==> config.mk <==
export PLATFORM = sky130hd
export DESIGN_NAME = sram_like_bridge
export DESIGN_NICKNAME = d
export VERILOG_FILES = /design/src/rtl/sram_like_bridge.sv
export SDC_FILE = /design/constraint.sdc
export NUM_CORES = 1
export LEC_CHECK = 0
export BUFFER_PORTS_ARGS = -buffer_cell sky130_fd_sc_hd__buf_2
export CAP_MARGIN = 20
export CELL_PAD_IN_SITES_DETAIL_PLACEMENT = 0
export CELL_PAD_IN_SITES_GLOBAL_PLACEMENT = 1
export CORE_UTILIZATION = 35
export CTS_BUF_LIST = sky130_fd_sc_hd__clkbuf_8
export CTS_CLUSTER_SIZE = 14
export DETAILED_ROUTE_END_ITERATION = 7
export PLACE_DENSITY_LB_ADDON = 0.1
export SETUP_SLACK_MARGIN = 0.15
export SYNTH_ARGS = -nofsm -noshare
export SYNTH_HDL_FRONTEND = slang
export SYNTH_SLANG_ARGS = --single-unit
==> constraint.sdc <==
create_clock -name clk -period 3.3 [get_ports clk]
set_input_delay 0.33 -clock clk [delete_from_list [all_inputs] [get_ports clk]]
set_output_delay 0.33 -clock clk [all_outputs]
set_load 0.005 [all_outputs]
==> src/rtl/sram_like_bridge.sv <==
// sram_like_bridge: CPU SRAM-style port to SRAM-like bus handshake, one transfer in flight.
// Optional one-entry read buffer is enabled by defining SRAM_LIKE_RBUF_EN.
module sram_like_bridge #(
  parameter int ADDR_W = 32,
  parameter int DATA_W = 32,
  parameter int STRB_W = DATA_W/8,
  parameter int SIZE_W = 2
) (
  input  logic              clk,
  input  logic              resetn,
  input  logic              flush,
  input  logic              cpu_en,
  input  logic [STRB_W-1:0] cpu_wen,
  input  logic [ADDR_W-1:0] cpu_addr,
  input  logic [DATA_W-1:0] cpu_wdata,
  output logic [DATA_W-1:0] cpu_rdata,
  output logic              cpu_stall,
  output logic              req,
  output logic              wr,
  output logic [SIZE_W-1:0] size,
  output logic [ADDR_W-1:0] addr,
  output logic [DATA_W-1:0] wdata,
  input  logic [DATA_W-1:0] rdata,
  input  logic              addr_ok,
  input  logic              data_ok
);
  localparam int LG = $clog2(STRB_W);

  typedef enum logic [2:0] {IDLE, REQ, WAIT, DISCARD, DONE} state_t;
  state_t state, state_nxt;

  logic              flush_seen;
  logic              is_wr;
  logic              take;
  logic              hit;
  logic [DATA_W-1:0] hit_data;
  logic [SIZE_W-1:0] wsize;
  logic [SIZE_W-1:0] lsize;
  logic [LG-1:0]     woff;
  logic [ADDR_W-1:0] laddr;
  logic              unused_addr_lsb;

  assign is_wr = |cpu_wen;
  assign unused_addr_lsb = ^cpu_addr[LG-1:0];

  // Match wen against every naturally aligned contiguous run; anything else is a full-width write.
  always_comb begin
    wsize = SIZE_W'(LG);
    woff  = '0;
    for (int s = 0; s <= LG; s++) begin
      for (int o = 0; o < STRB_W; o += (1 << s)) begin
        if (cpu_wen == STRB_W'(((1 << (1 << s)) - 1) << o)) begin
          wsize = SIZE_W'(s);
          woff  = LG'(o);
        end
      end
    end
  end

  assign lsize = is_wr ? wsize : SIZE_W'(LG);
  assign laddr = {cpu_addr[ADDR_W-1:LG], (is_wr ? woff : LG'(0))};
  assign take  = (state == IDLE) && cpu_en && !flush;

`ifdef SRAM_LIKE_RBUF_EN
  logic              rb_valid;
  logic [ADDR_W-1:0] rb_addr;
  logic [DATA_W-1:0] rb_data;

  assign hit      = rb_valid && !is_wr && (rb_addr == laddr);
  assign hit_data = rb_data;

  always_ff @(posedge clk) begin
    if (!resetn) begin
      rb_valid <= 1'b0;
      rb_addr  <= '0;
      rb_data  <= '0;
    end else if (flush) begin
      rb_valid <= 1'b0;
    end else if (state == WAIT && data_ok && !wr) begin
      rb_valid <= 1'b1;
      rb_addr  <= addr;
      rb_data  <= rdata;
    end else if (state == IDLE && cpu_en && is_wr &&
                 cpu_addr[ADDR_W-1:LG] == rb_addr[ADDR_W-1:LG]) begin
      rb_valid <= 1'b0;
    end
  end
`else
  assign hit      = 1'b0;
  assign hit_data = '0;
`endif

  always_ff @(posedge clk) begin
    if (!resetn) state <= IDLE;
    else         state <= state_nxt;
  end

  always_comb begin
    state_nxt = state;
    req       = (state == REQ);
    cpu_stall = 1'b0;
    if (resetn)
      cpu_stall = (cpu_en && state != DONE && !flush) ||
                  state == REQ || state == WAIT || state == DISCARD;
    case (state)
      IDLE:    if (take) state_nxt = hit ? DONE : REQ;
      // The request cannot be withdrawn once raised; a flush only redirects its response.
      REQ:     if (addr_ok) state_nxt = (flush || flush_seen) ? DISCARD : WAIT;
      WAIT: begin
        if (data_ok)    state_nxt = flush ? IDLE : DONE;
        else if (flush) state_nxt = DISCARD;
      end
      DISCARD: if (data_ok) state_nxt = IDLE;
      DONE:    state_nxt = IDLE;
      default: state_nxt = IDLE;
    endcase
  end

  always_ff @(posedge clk) begin
    if (!resetn) begin
      flush_seen <= 1'b0;
      wr         <= 1'b0;
      size       <= '0;
      addr       <= '0;
      wdata      <= '0;
      cpu_rdata  <= '0;
    end else begin
      flush_seen <= (state == REQ) && !addr_ok && (flush || flush_seen);
      if (take && !hit) begin
        wr    <= is_wr;
        size  <= lsize;
        addr  <= laddr;
        wdata <= cpu_wdata;
      end
      if (take && hit)
        cpu_rdata <= hit_data;
      else if (state == WAIT && data_ok && !flush && !wr)
        cpu_rdata <= rdata;
    end
  end
endmodule

==> summary.log, run 1 <==
INFO  setup_path     endpoint_of_the_worst_slack_reg_to_reg_timing_path=cpu_rdata[15]$_SDFFE_PN0P_
INFO  setup_path     worst-r2r-cell-count=4
INFO  synthesis      mapped_nets=583
INFO  die            ios=207
INFO  placed_design  placement.cell_area=0.005124mm2
INFO  power          internal_power=1.790mW
INFO  die            die-area=0.01205mm2
INFO  cts            tritoncts_clock_tree=yes
INFO  routing        routed-via-count=4000
INFO  die            placement_rows=38
INFO  sta            finClkSkew=0.01212ns
INFO  layout         final_cell_mix=sky130_fd_sc_hd__buf_2, sky130_fd_sc_hd__dfxtp_1, sky130_fd_sc_hd__a21oi_1
INFO  cts            cts.reportedPaths.clkPinSlew=0.10ns
INFO  cts            postCtsSetupRepairBufs=0
INFO  cts            cts_made_buffers=9
INFO  sta            setup_viol_count_final=0
INFO  routing        route.detailed.vias_per_inst=5.000
INFO  routing        routed_wl=11.20mm
INFO  cts            worstSkewPairLatency=0.36ns
INFO  sta            clock.fmax=480.9MHz
INFO  synthesis      synth_seq_cells=103
INFO  global_routing first_pass_grt_wire_length=17.73mm
INFO  die            fp.dieW=109.8um
INFO  global_routing grt_most_used_layer=met2
INFO  power          totalPowerFinal=2.426mW
INFO  synthesis      seq_area_frac_synth=50.72%
INFO  min_path       hp-start=addr_ok
INFO  placed_design  hpwl=7.526mm
INFO  global_routing grt_overflow=0
INFO  sta            finalCriticalPeriod=2.079ns
INFO  sta            slew_of_the_pin_with_the_lowest_slew_margin=0.8431ns
INFO  power          power.leakage=2.367nW
INFO  setup_path     critical_path_required=3.58ns
INFO  min_path       timing.hold.worst_path_depth=2
INFO  sta            timing.slew.headroom=43.80%
INFO  power          seqPwrFrac=54.1%
INFO  global_routing grt_pass1_vias=3738
INFO  min_path       hold_end=flush_seen$_SDFF_PN0_
INFO  layout         areaGrowthSynthToFinish=30.96%
INFO  flow_run       drv_cap=0
INFO  cts            cts_hold_repair.buffers=0
INFO  sta            report.final.hold_viol_count=0
INFO  routing        route.detailed.wl_per_inst=14.00um
INFO  power          vdd_drop_max=177.6uV
INFO  setup_path     crit_fanout=67
INFO  routing        first_pass_iters=4
INFO  power          pwr-share-comb=13.1%
INFO  sta            finalHoldWorstSlack=0.1553ns
INFO  synthesis      netlist-cell-type-count=33
INFO  die            chipHeight=109.8um
INFO  routing        remaining_drc_errors=0
INFO  sta            tns=0ns
INFO  placed_design  number_of_i_o_port_buffers=204
INFO  global_routing grt.met1_usage=22.33%
INFO  global_routing gr-usage-met3=6.402%
INFO  layout         post_route_cells_drive_above_1_share=35.15%
INFO  power          pwr-share-clk=32.9%
INFO  sta            rsz0062_at_grt=no
INFO  cts            maximum_root_to_sink_buffer_count=2
INFO  synthesis      syn_area=0.004065mm2
INFO  cts            post_cts_resize_count=0
INFO  die            coreArea=0.01108mm2
INFO  power          netSwitchingFraction=26.19%
INFO  setup_path     ff2ff_setup_slack=1.22ns
INFO  routing        final_antenna_net_count=0
INFO  setup_path     cp.arrival=2.35ns
INFO  global_routing grt_start_max_net_pins=68
INFO  synthesis      gate_count_after_technology_mapping=477
INFO  layout         leading_cell_type_in_the_layout_fill_and_taps_excluded=sky130_fd_sc_hd__buf_2
INFO  global_routing grt_usage=18.64%
INFO  power          power.switching=0.6353mW
INFO  setup_path     crit_type=register to register
INFO  die            initial_core_util=36.70%
INFO  sta            drv_slew=0
INFO  setup_path     cp-startpoint=state[0]$_SDFFE_PN0P_
INFO  power          powerDensity=455.6mW/mm2
INFO  cts            cts_htree_levels=3
INFO  routing        initialDrtViolationCount=271
INFO  global_routing groute.layer.met2.usage=31.58%
INFO  setup_path     endpoint_kind=register
INFO  layout         num-nets-final=761
INFO  min_path       hold_path.class=primary input to register
INFO  status         outcome=complete, no violations
INFO  sta            post-route-period-util=63.01%
INFO  layout         layout.cell_area.non_filler=0.005324mm2
INFO  cts            clock-root-buffer=sky130_fd_sc_hd__clkbuf_8
INFO  synthesis      synth-warning-count=0
INFO  setup_path     crit_path_start_kind=register
INFO  setup_path     timing.rr.start=state[0]$_SDFFE_PN0P_
INFO  placed_design  gpl.final_weighted_congestion=0.7073
INFO  layout         antenna-diode-count=0
INFO  synthesis      avgSynthCellArea=8.522um2
INFO  global_routing grt_antenna_before_repair=0
INFO  cts            clock_sink_count=103
## area by class of cell
cell class / count / area [um2]
Inverter: 2 / 7.507
Multi-Input combinational cell: 327 / 1798
Clock inverter: 6 / 62.56
Tap cell: 140 / 175.2
Fill cell: 1133 / 5754
Timing Repair Buffer: 212 / 1081
Clock buffer: 10 / 137.6
Sequential cell: 103 / 2062
## worst max-delay path, stage by stage, from the launching register on
cell and delay, ns:
sky130_fd_sc_hd__dfxtp_1 0.38, sky130_fd_sc_hd__or3_4 0.66, sky130_fd_sc_hd__nor3_4 0.23, sky130_fd_sc_hd__buf_4 0.48
sky130_fd_sc_hd__mux2i_1 0.25
## power by group through the flow
stage / logic, mW / registers [mW] / clock network [mW]
after floorplan: 0.166 / 1.34 / 0
after global placement: 0.317 / 1.34 / 0
after detailed placement: 0.322 / 1.34 / 0
after CTS: 0.322 / 1.31 / 0.831
after global routing: 0.358 / 1.32 / 0.883
final: 0.317 / 1.31 / 0.797
## cell families (layout without fill, tap and decap cells)
| kind of cell | after synthesis | count (layout) | share of synthesized area, % |
|---|---|---|---|
| and+or+nand+nor | 153 | 153 | 17.70 |
| AOI/OAI and AO/OA | 139 | 139 | 17.57 |
| DFF | 103 | 103 | 50.72 |
| buffers and inverters | 47 | 230 | 5.417 |
| muxes | 33 | 33 | 8.126 |
| adders and majority gates | 1 | 1 | 0.2462 |
| xor gates and xnor gates | 1 | 1 | 0.2155 |
## cells in the mapped netlist, drive strengths merged
| cell type | count | area, um2 |
|---|---|---|
| a21oi | 67 | 335.3 |
| mux2i | 33 | 330.3 |
| nand4 | 1 | 6.260 |
| nor4 | 2 | 12.51 |
| o21ai | 64 | 320.3 |
| inv | 2 | 7.500 |
| o22a | 1 | 8.760 |
| nand2b | 4 | 25.02 |
| maj3 | 1 | 10.01 |
| nand3b | 1 | 7.510 |
| clkbuf | 38 | 142.6 |
| buf | 7 | 70.06 |
| nor2 | 8 | 30.03 |
| nor3 | 3 | 26.28 |
| a31oi | 1 | 6.260 |
| nor4b | 1 | 8.760 |
| a21o | 1 | 7.510 |
| dfxtp | 103 | 2062 |
| a211oi | 2 | 15.01 |
| nand2 | 66 | 247.7 |
| o211ai | 2 | 15.01 |
| nor4bb | 2 | 20.02 |
| or3 | 1 | 11.26 |
| o22ai | 1 | 6.260 |
| or2b | 1 | 7.510 |
| nor2b | 1 | 6.260 |
| nand3 | 62 | 310.3 |
| xor2 | 1 | 8.760 |
## worst max-delay path by stage
stage | end | slack [ns] | depth (start not counted)
2_1_floorplan | cpu_rdata[10]$_SDFFE_PN0P_ | 1.68 | 5
3_3_place_gp | cpu_rdata[5]$_SDFFE_PN0P_ | 1.17 | 5
3_5_place_dp | cpu_rdata[8]$_SDFFE_PN0P_ | 1.13 | 5
4_1_cts | cpu_rdata[8]$_SDFFE_PN0P_ | 1.18 | 4
5_1_grt | cpu_rdata[2]$_SDFFE_PN0P_ | 1.06 | 4
6_report | cpu_rdata[15]$_SDFFE_PN0P_ | 1.22 | 4
## state kept, by name, summed over array words and instances (netlist names)
signal and count:
wr 1, size 2, wdata 32, cpu_rdata 32
addr 32, flush_seen 1, state 3
## through the flow
stage / cells / utilization (%) / worst slack (ns)
6_report: 800 / 48.06 / 1.221
5_1_grt: 800 / 48.06 / 1.063
4_1_cts: 800 / 48.06 / 1.181
3_5_place_dp: 784 / 46.25 / 1.128
3_3_place_gp: 784 / 46.25 / 1.174
2_1_floorplan: 477 / - / 1.679
## routing by layer
metal / vias to the layer above / wire [um] / part of all wire (%)
met4: 0 / 102 / 0.91
met5: - / 0 / 0
met1: 1843 / 4985 / 45
li1: 2020 / - / -
met3: 8 / 903 / 8.1
met2: 129 / 5206 / 46
Power figures use the tool's default switching activity.
==> run 2, diff against run 1 <==
--- a/config.mk
+++ b/config.mk
@@ -9,7 +9,7 @@
 export CAP_MARGIN = 20
 export CELL_PAD_IN_SITES_DETAIL_PLACEMENT = 0
 export CELL_PAD_IN_SITES_GLOBAL_PLACEMENT = 1
-export CORE_UTILIZATION = 35
+export CORE_UTILIZATION = 30
 export CTS_BUF_LIST = sky130_fd_sc_hd__clkbuf_8
 export CTS_CLUSTER_SIZE = 14
 export DETAILED_ROUTE_END_ITERATION = 7
==> constraint.sdc (replaced) <==
create_clock -name clk -period 1.75 [get_ports clk]
set_input_delay 0.175 -clock clk [delete_from_list [all_inputs] [get_ports clk]]
set_output_delay 0.175 -clock clk [all_outputs]
set_load 0.005 [all_outputs]
==> summary.log, run 2 (synthesis gave the netlist of run 1 again) <==
INFO  status         outcome=complete, no violations
INFO  placed_design  placement.setup.worst_slack=0.1655ns
INFO  routing        routed-via-count=4060
INFO  cts            worstSkewPairLatency=0.38ns
INFO  placed_design  gpl.final_weighted_congestion=0.7065
INFO  setup_path     endpoint_kind=register
INFO  global_routing groute.layer.met2.usage=27.46%
INFO  setup_path     crit_type=register to register
INFO  placed_design  number_of_i_o_port_buffers=204
INFO  setup_path     critical_path_required=2.05ns
INFO  setup_path     worstPathCellList=or3_4 -> nor3_4 -> buf_4 -> clkbuf_16 -> mux2i_1
INFO  placed_design  hpwl=7.939mm
INFO  sta            timing.slew.headroom=73.45%
INFO  sta            rsz0062_at_grt=yes
INFO  setup_path     cp.arrival=1.85ns
INFO  sta            slew_of_the_pin_with_the_lowest_slew_margin=0.3946ns
INFO  routing        routed_wl=12.26mm
INFO  global_routing grt_pass1_vias=3819
INFO  sta            post-route-period-util=88.01%
INFO  layout         leading_cell_type_in_the_layout_fill_and_taps_excluded=sky130_fd_sc_hd__buf_2
INFO  sta            report.final.hold_viol_count=0
INFO  layout         antenna-diode-count=0
INFO  global_routing gr-usage-met3=5.261%
INFO  cts            clock-root-buffer=sky130_fd_sc_hd__clkbuf_8
INFO  die            die-area=0.01402mm2
INFO  global_routing grt_usage=17.01%
INFO  layout         multi_input_area=0.001802mm2
INFO  global_routing grt_start_max_net_pins=67
INFO  cts            cts_made_buffers=9
INFO  min_path       hold_path.class=primary input to register
INFO  global_routing first_pass_grt_wire_length=18.97mm
INFO  setup_path     crit_path_start_kind=register
INFO  routing        route.detailed.vias_per_inst=4.793
INFO  cts            tritoncts_clock_tree=yes
INFO  setup_path     critPathSlowestCell=sky130_fd_sc_hd__or3_4
INFO  flow_run       drv_cap=0
INFO  layout         seqCellArea=0.002071mm2
INFO  sta            setup_viol_count_final=0
INFO  sta            finalHoldWorstSlack=0.02971ns
INFO  setup_path     max_stage_delay=0.42ns
INFO  die            coreArea=0.01324mm2
INFO  layout         largestRegisters=addr x32, cpu_rdata x32, wdata x32
INFO  global_routing grt_overflow=0
INFO  die            placement_rows=42
INFO  sta            finClkSkew=0.01047ns
INFO  routing        route.detailed.wl_per_inst=14.48um
INFO  sta            drv_slew=0
INFO  global_routing grt_most_used_layer=met2
INFO  setup_path     cell_class_contributing_the_biggest_share_of_worst_path_delay=simple AND/OR/NAND/NOR gates
INFO  routing        initialDrtViolationCount=250
INFO  layout         final.fill_count=1418
INFO  layout         layout.cell_area.non_filler=0.005542mm2
INFO  routing        first_pass_iters=4
INFO  placed_design  placement.cell_area=0.005259mm2
INFO  layout         num-nets-final=772
INFO  die            initial_core_util=30.70%
INFO  sta            setup_ws=0.2098ns
INFO  die            ios=207
INFO  cts            cts_htree_levels=3
INFO  power          powerDensity=797.3mW/mm2
INFO  power          power.leakage=2.451nW
INFO  layout         areaGrowthSynthToFinish=36.32%
INFO  setup_path     crit_fanout=8
INFO  layout         post_route_cells_drive_above_1_share=36.66%
INFO  sta            finalCriticalPeriod=1.540ns
INFO  power          vdd_drop_max=340.0uV
INFO  global_routing grt_antenna_before_repair=0
INFO  routing        remaining_drc_errors=0
INFO  global_routing grt.met1_usage=20.86%
INFO  cts            cts.reportedPaths.clkPinSlew=0.10ns
INFO  routing        final_antenna_net_count=0
INFO  sta            tns=0ns
INFO  sta            clock.fmax=649.3MHz
INFO  setup_path     critical_path.n_buffers_inverters=2
INFO  layout         final_cell_mix=sky130_fd_sc_hd__buf_2, sky130_fd_sc_hd__dfxtp_1, sky130_fd_sc_hd__a21oi_1
INFO  die            fp.dieW=118.4um
INFO  cts            maximum_root_to_sink_buffer_count=2
INFO  die            chipHeight=118.4um
INFO  power          totalPowerFinal=4.418mW
INFO  cts            clock_sink_count=103
run 2: layer usage:
metal  share of wire [%]  vias to the layer above
met5                   0                        -
met4                 1.7                        0
met3                 7.3                       12
met2                  48                      133
met1                  43                     1878
li1                    -                     2037
run 2: final cells by class:
cell class                 count  area share, %
sequential                   103          37.37
multi-input combinational    327          32.51
timing repair buffer         223          23.17
tap                          176          3.974
clock buffer                   9          2.235
clock inverter                 7         0.6096
inverter                       2         0.1355
run 2: worst min-delay path: cells and delay by family:
family / cells / cell delay [ns]
buffers and inverters: 1 / 0.09
muxes: 1 / 0.05
and+or+nand+nor: 1 / 0.04
run 2: power breakdown:
group | total, mW | switching, mW | internal [mW]
clock | 1.30 | 0.801 | 0.496
sequential | 2.47 | 0.0384 | 2.43
combinational | 0.654 | 0.368 | 0.286
total | 4.42 | 1.21 | 3.21
run 2: repair_timing:
item                       CTS  global route
gates cloned                 0             3
hold buffers                 1             0
setup buffers                2             3
gates resized for setup      4             4
hold endpoints to repair     1             0
pin swaps                    0             3
setup endpoints to repair    1            37
run 2: path summary, 6_finish.rpt:
kind | start | end | slack, ns | depth (start not counted)
worst min-delay path | rdata[9] | cpu_rdata[9]$_SDFFE_PN0P_ | 0.03 | 3
worst max register to register | state[0]$_SDFFE_PN0P_ | cpu_rdata[20]$_SDFFE_PN0P_ | 0.21 | 5
worst min register to register | cpu_rdata[19]$_SDFFE_PN0P_ | cpu_rdata[19]$_SDFFE_PN0P_ | 0.46 | 2
worst max-delay path | state[0]$_SDFFE_PN0P_ | cpu_rdata[20]$_SDFFE_PN0P_ | 0.21 | 5
run 2: per-stage QoR:
stage / std cells / utilization [%]
global route: 847 / 41.85
CTS: 841 / 41.15
global placement: 822 / 39.71
floorplan: 477 / -
detailed placement: 822 / 39.71
finish: 847 / 41.85
